<file path="src/rtl/iomem_timer.sv">
// Purpose: memory-mapped 32-bit prescaled timer with compare-match level IRQ on the iomem bus.
// Latency: one-cycle ack; read data and write effects are registered at the accepting edge.
// Backpressure: none; each request in the 256-byte window is acked exactly once, others ignored.
// Build option: define IOMEM_TIMER_AUTORELOAD_EN for periodic reload; otherwise one-shot.
module iomem_timer #(
    parameter logic [31:0] BASE_ADDR      = 32'h0300_0000,
    parameter logic [15:0] RESET_PRESCALE = 16'd0
) (
    input  logic        clk,
    input  logic        reset,
    input  logic        iomem_valid,
    output logic        iomem_ready,
    input  logic [3:0]  iomem_wstrb,
    input  logic [31:0] iomem_addr,
    input  logic [31:0] iomem_wdata,
    output logic [31:0] iomem_rdata,
    output logic        irq
);

    localparam logic [5:0] SEL_CTRL     = 6'h00;
    localparam logic [5:0] SEL_PRESCALE = 6'h01;
    localparam logic [5:0] SEL_COUNT    = 6'h02;
    localparam logic [5:0] SEL_COMPARE  = 6'h03;
    localparam logic [5:0] SEL_STATUS   = 6'h04;

    logic        ctrl_en;
    logic        ctrl_irq_en;
    logic [15:0] prescale;
    logic [31:0] count;
    logic [31:0] compare;
    logic        match;
    logic [15:0] pcnt;

    logic        hit;
    logic        req;
    logic        wr;
    logic        rd;
    logic [5:0]  reg_sel;
    logic        tick;
    logic        match_evt;
    logic        pcnt_clr;
    logic [31:0] rd_mux;

    // Byte address bits below the word are don't-care.
    logic unused_addr_bits;
    assign unused_addr_bits = ^iomem_addr[1:0];

    function automatic logic [31:0] merge32(input logic [31:0] old_v,
                                            input logic [31:0] new_v,
                                            input logic [3:0]  strb);
        logic [31:0] r;
        for (int i = 0; i < 4; i++) begin
            r[8*i +: 8] = strb[i] ? new_v[8*i +: 8] : old_v[8*i +: 8];
        end
        return r;
    endfunction

    assign hit     = (iomem_addr[31:8] == BASE_ADDR[31:8]);
    // The !ready term keeps a held valid from being accepted twice.
    assign req     = iomem_valid & hit & ~iomem_ready;
    assign wr      = req & (|iomem_wstrb);
    assign rd      = req & ~(|iomem_wstrb);
    assign reg_sel = iomem_addr[7:2];

    assign tick      = ctrl_en && (pcnt == prescale);
    assign match_evt = tick && (count == compare);

    // Any prescale rewrite, or software dropping EN, restarts the prescaler phase.
    assign pcnt_clr = (wr && reg_sel == SEL_PRESCALE) ||
                      (wr && reg_sel == SEL_CTRL && iomem_wstrb[0] && !iomem_wdata[0]);

    assign irq = match & ctrl_irq_en;

    // Read multiplexer; unmapped offsets read as zero.
    always_comb begin
        rd_mux = '0;
        case (reg_sel)
            SEL_CTRL:     rd_mux = {30'd0, ctrl_irq_en, ctrl_en};
            SEL_PRESCALE: rd_mux = {16'd0, prescale};
            SEL_COUNT:    rd_mux = count;
            SEL_COMPARE:  rd_mux = compare;
            SEL_STATUS:   rd_mux = {31'd0, match};
            default:      rd_mux = '0;
        endcase
    end

    // Bus handshake: single-cycle ack, rdata zero except on read acks.
    always_ff @(posedge clk) begin
        if (reset) begin
            iomem_ready <= 1'b0;
            iomem_rdata <= '0;
        end else begin
            iomem_ready <= req;
            iomem_rdata <= rd ? rd_mux : 32'd0;
        end
    end

    // Control and configuration registers; a bus write of EN wins over one-shot auto-clear.
    always_ff @(posedge clk) begin
        if (reset) begin
            ctrl_en     <= 1'b0;
            ctrl_irq_en <= 1'b0;
            prescale    <= RESET_PRESCALE;
            compare     <= 32'hFFFF_FFFF;
        end else begin
            if (wr && reg_sel == SEL_CTRL && iomem_wstrb[0]) begin
                ctrl_en     <= iomem_wdata[0];
                ctrl_irq_en <= iomem_wdata[1];
            end
`ifndef IOMEM_TIMER_AUTORELOAD_EN
            else if (match_evt) begin
                ctrl_en <= 1'b0;
            end
`endif
            if (wr && reg_sel == SEL_PRESCALE) begin
                if (iomem_wstrb[0]) prescale[7:0]  <= iomem_wdata[7:0];
                if (iomem_wstrb[1]) prescale[15:8] <= iomem_wdata[15:8];
            end
            if (wr && reg_sel == SEL_COMPARE) begin
                compare <= merge32(compare, iomem_wdata, iomem_wstrb);
            end
        end
    end

    // Prescaler: counts 0..PRESCALE while enabled, one tick per wrap.
    always_ff @(posedge clk) begin
        if (reset) begin
            pcnt <= '0;
        end else if (pcnt_clr || tick) begin
            pcnt <= '0;
        end else if (ctrl_en) begin
            pcnt <= pcnt + 16'd1;
        end
    end

    // Counter: bus write wins; on a match it reloads (periodic) or holds (one-shot).
    always_ff @(posedge clk) begin
        if (reset) begin
            count <= '0;
        end else if (wr && reg_sel == SEL_COUNT) begin
            count <= merge32(count, iomem_wdata, iomem_wstrb);
        end
`ifdef IOMEM_TIMER_AUTORELOAD_EN
        else if (match_evt) begin
            count <= '0;
        end
`endif
        else if (tick && !match_evt) begin
            count <= count + 32'd1;
        end
    end

    // Match flag: set by a match event, which wins over a same-cycle W1C.
    always_ff @(posedge clk) begin
        if (reset) begin
            match <= 1'b0;
        end else if (match_evt) begin
            match <= 1'b1;
        end else if (wr && reg_sel == SEL_STATUS && iomem_wstrb[0] && iomem_wdata[0]) begin
            match <= 1'b0;
        end
    end

endmodule

</file>
<file path="config.mk">
export PLATFORM = sky130hd
export DESIGN_NAME = iomem_timer
export DESIGN_NICKNAME = d
export VERILOG_FILES = /design/src/rtl/iomem_timer.sv
export SDC_FILE = /design/constraint.sdc
export NUM_CORES = 1
export LEC_CHECK = 0
export CELL_PAD_IN_SITES_DETAIL_PLACEMENT = 0
export CELL_PAD_IN_SITES_GLOBAL_PLACEMENT = 1
export CORE_ASPECT_RATIO = 2
export CORE_MARGIN = 2
export CORE_UTILIZATION = 35
export CTS_BUF_LIST = sky130_fd_sc_hd__clkbuf_16
export CTS_CLUSTER_SIZE = 25
export DETAILED_ROUTE_END_ITERATION = 8
export PLACE_DENSITY = 0.8
export SLEW_MARGIN = 30
export SYNTH_ARGS = -nofsm -noshare
export SYNTH_HDL_FRONTEND = slang
export SYNTH_SLANG_ARGS = --single-unit
</file>
<file path="constraint.sdc">
create_clock -name clk -period 2.75 [get_ports clk]
set_input_delay 0.6875 -clock clk [delete_from_list [all_inputs] [get_ports clk]]
set_output_delay 0.6875 -clock clk [all_outputs]
set_load 0.02 [all_outputs]
</file>
==> results.md <==
- DR WL/cell: 18.2 um
- Routed wire length: 21.8 mm
- Startpoint types: flip-flop
- Pwr dens: 489 nW/um^2
- Syn-to-layout area delta: 38.8%
- Min setup slack post-route: 0.0752 ns
- Inserted Clock Buffers: 17
- Non-filler cells, final: roughly 1,200
- Syn nets: ~870
- Prevailing post-synth register cell: dfxtp_1
- Crit. End Element: flip-flop
- Final ANT Viol Nets: 0
- Via count: roughly 6,400
- CTS clk-pin slew, worst paths: about 0.06 ns
- Commonest non-fill, non-tap cells in the layout: 127 x dfxtp_1, 111 x nor2_1, 101 x clkdlybuf4s50_1, 93 x nand2_1, 88 x buf_4
- Final Setup Violations: 0
- Initial antenna violation count: 0
- CTS tree: done
- Overall die height: around 200 um
- Pins over their slew limit: 0
- Async SR Flop Fraction: 0
- Fill cell count: 1,850
- Hold Path Class: flip-flop to flip-flop
- Synthesized area: around 6600 sq um
- Ys Warns: 0
- RSZ-0062 raised after global routing: no
- Required time of the worst setup path: roughly 3.1 ns
- IO Port Bufs: between 100 and 150
- Worst Skew: approximately 0.011 ns
- Hold Buf Count CTS: 0
- Largest net degree at the start of global routing: 39
- Vias in the first global route: approximately 6,600
- Total power: 4.46 mW
- Diode count: 0
- Synth top area share: 0.402
- Drt first-iter violations: just under 400
- GRT overflow: 0
- I/O pins: between 100 and 150
- Max-Cap Viols: 0
- Die footprint: about 20,000 sq um
- Yosys top cell by area: dfxtp_1
- Tcrit/Tclk final: 0.973
- FF+latch count, synth: between 100 and 150
- DRC: 0
- Worst slack at placement: -0.398 ns
- CP dominant cell by count: or4_4
- DR pass1 iterations: 5
- Total placed cells including tap cells: 1,160
- DP Wirelength: ~17 mm
- Data arrival, critical path: approximately 3 ns
- Post-synth EDFFs: 0
- CP Cell Sequence: xor2_2 -> or4_4 -> or4_4 -> a211oi_4 -> nor3b_4 -> buf_4 -> a211oi_1 -> a211oi_2
- Via/cell ratio: 5.36
- Peak VDD IR: between 300 and 400 uV
- Net count, final: just over 1,000
- Slowest Stage Delay on Critical Path: around 0.57 ns
- Critical path class: flip-flop to flip-flop
- Layout cells sized above 1: 0.170
- Clock root cell: clkbuf_16
- Commonest non-fill, non-tap cell in the layout: dfxtp_1
- RePlAce Congestion: approximately 0.94
- Clk_lat worst skew: roughly 0.43 ns
- Lkg Pwr: 3.74 nW
- Status: completed
- First-pass GRT wire length: 34.1 mm
- Syn avg cell area: 8.29 sq um
- Delay-heaviest family, CP: simple AND/OR/NAND/NOR gates
- Post-Syn Instances: between 700 and 800
- # H-tree levels: 4
- Initial Util: 0.353
- Slew margin rel.: 0.731
- Register area share after synthesis: 0.402
- Crit-path max FO: 5
- Clk sinks: 132
- Yosys cell types: 63
- Worst Max-Slew Pin Slew: 0.399 ns
- Worst Path Buf+Inv: 1
- Crit-path slowest cell: or4_4
- Die Wd: just over 100 um
- Period minus WS final: 2.67 ns
- Core footprint: ~19,000 sq um
- All-layer global routing usage: 0.226
- Max Freq: roughly 370 MHz
- Clk buf depth: 2
- Synth top area cells: dfxtp_1 40%, mux2i_1 7.3%, xor2_1 6.8%
- Final Hold Violating Endpoints: 0
- Row Count: between 70 and 80
sequential cells by signal (all words and copies together), names as in the netlist:
register	count
compare	32
prescale	16
match	1
count	32
iomem_rdata	32
ctrl_en	1
ctrl_irq_en	1
iomem_ready	1
pcnt	16
area by class of cell:
cell class              instances  area [sq um]  share of cell area
inverters                      10          37.5             0.00411
flip-flops and latches        132          2650               0.290
repair buffers                192          1720               0.188
multi-input cells             610          3870               0.424
well taps                     219           274              0.0300
clock buffers                  17           425              0.0466
clock inverters                15           163              0.0178
worst min-delay path: cells and delay by family (launching register included):
| family | cells | cell delay, ns |
|---|---|---|
| and+or+nand+nor | 1 | 0.06 |
| DFF | 1 | 0.32 |
| AOI/OAI and AO/OA | 1 | 0.05 |
stage by stage:
stage | TNS, ns | util | cell area (sq um) | hold WS [ns]
final | 0 | 0.490 | 9140 | 0.483
after global routing | 0 | 0.490 | 9140 | 0.501
after CTS | 0 | 0.482 | 8990 | 0.480
after detailed placement | -21.06 | 0.450 | 8400 | 0.466
after global placement | -17.79 | 0.450 | 8400 | 0.462
after floorplan | 0 | - | 6600 | 0.440
repair_timing:
item,CTS,global route
endpoints found under the setup margin,0,23
resized for setup,0,30
hold endpoints to repair,0,0
buffers inserted,0,3
logic make-up (layout without fill, tap and decap cells):
kind of cell | count (synthesis) | after routing | share of synthesized area
adder cells (fa/ha/maj) | 2 | 2 | 0.00380
AND/OR/NAND/NOR | 386 | 386 | 0.292
XOR/XNOR | 64 | 64 | 0.0852
buffers and inverters | 52 | 234 | 0.0306
flip-flops | 132 | 132 | 0.402
AO/OA/AOI/OAI | 107 | 107 | 0.109
multiplexers | 51 | 51 | 0.0781
synthesized netlist by cell type (all sizes together) (3+ instances only):
| library cell | number |
|---|---|
| nor3 | 13 |
| clkbuf | 36 |
| o211ai | 5 |
| dfxtp | 132 |
| nand4 | 21 |
| nor2b | 3 |
| nand3 | 59 |
| and3 | 18 |
| inv | 10 |
| xnor2 | 13 |
| o21a | 5 |
| mux2i | 48 |
| a211oi | 19 |
| a31oi | 6 |
| and2 | 12 |
| and4 | 11 |
| nand2 | 95 |
| a21oi | 31 |
| xor2 | 51 |
| o21ai | 19 |
| or3 | 5 |
| nor4 | 20 |
| o211a | 4 |
| nor2 | 112 |
| buf | 6 |
| or4 | 5 |
| mux2 | 3 |
per-layer routing:
metal	track usage	routed length (um)	vias to the layer above
met5	0	0	-
met4	0.143	1400	0
met3	0.0417	662	76
met2	0.427	12100	183
met1	0.216	7600	3007
li1	-	-	3143
report_power, final:
| part | internal, mW | switching, mW |
|---|---|---|
| combinational | 0.133 | 0.115 |
| clock | 1.41 | 0.892 |
| sequential | 1.91 | 0.00000000119 |
worst paths after layout:
| path | startpoint | endpoint | slack (ns) | cells past startpoint |
|---|---|---|---|---|
| max | prescale[4] | count[21] | 0.08 | 8 |
| min | ctrl_irq_en | ctrl_irq_en | 0.48 | 2 |
| max reg2reg | prescale[4] | count[21] | 0.08 | 8 |
| min reg2reg | ctrl_irq_en | ctrl_irq_en | 0.48 | 2 |
Power figures use the tool's default switching activity.
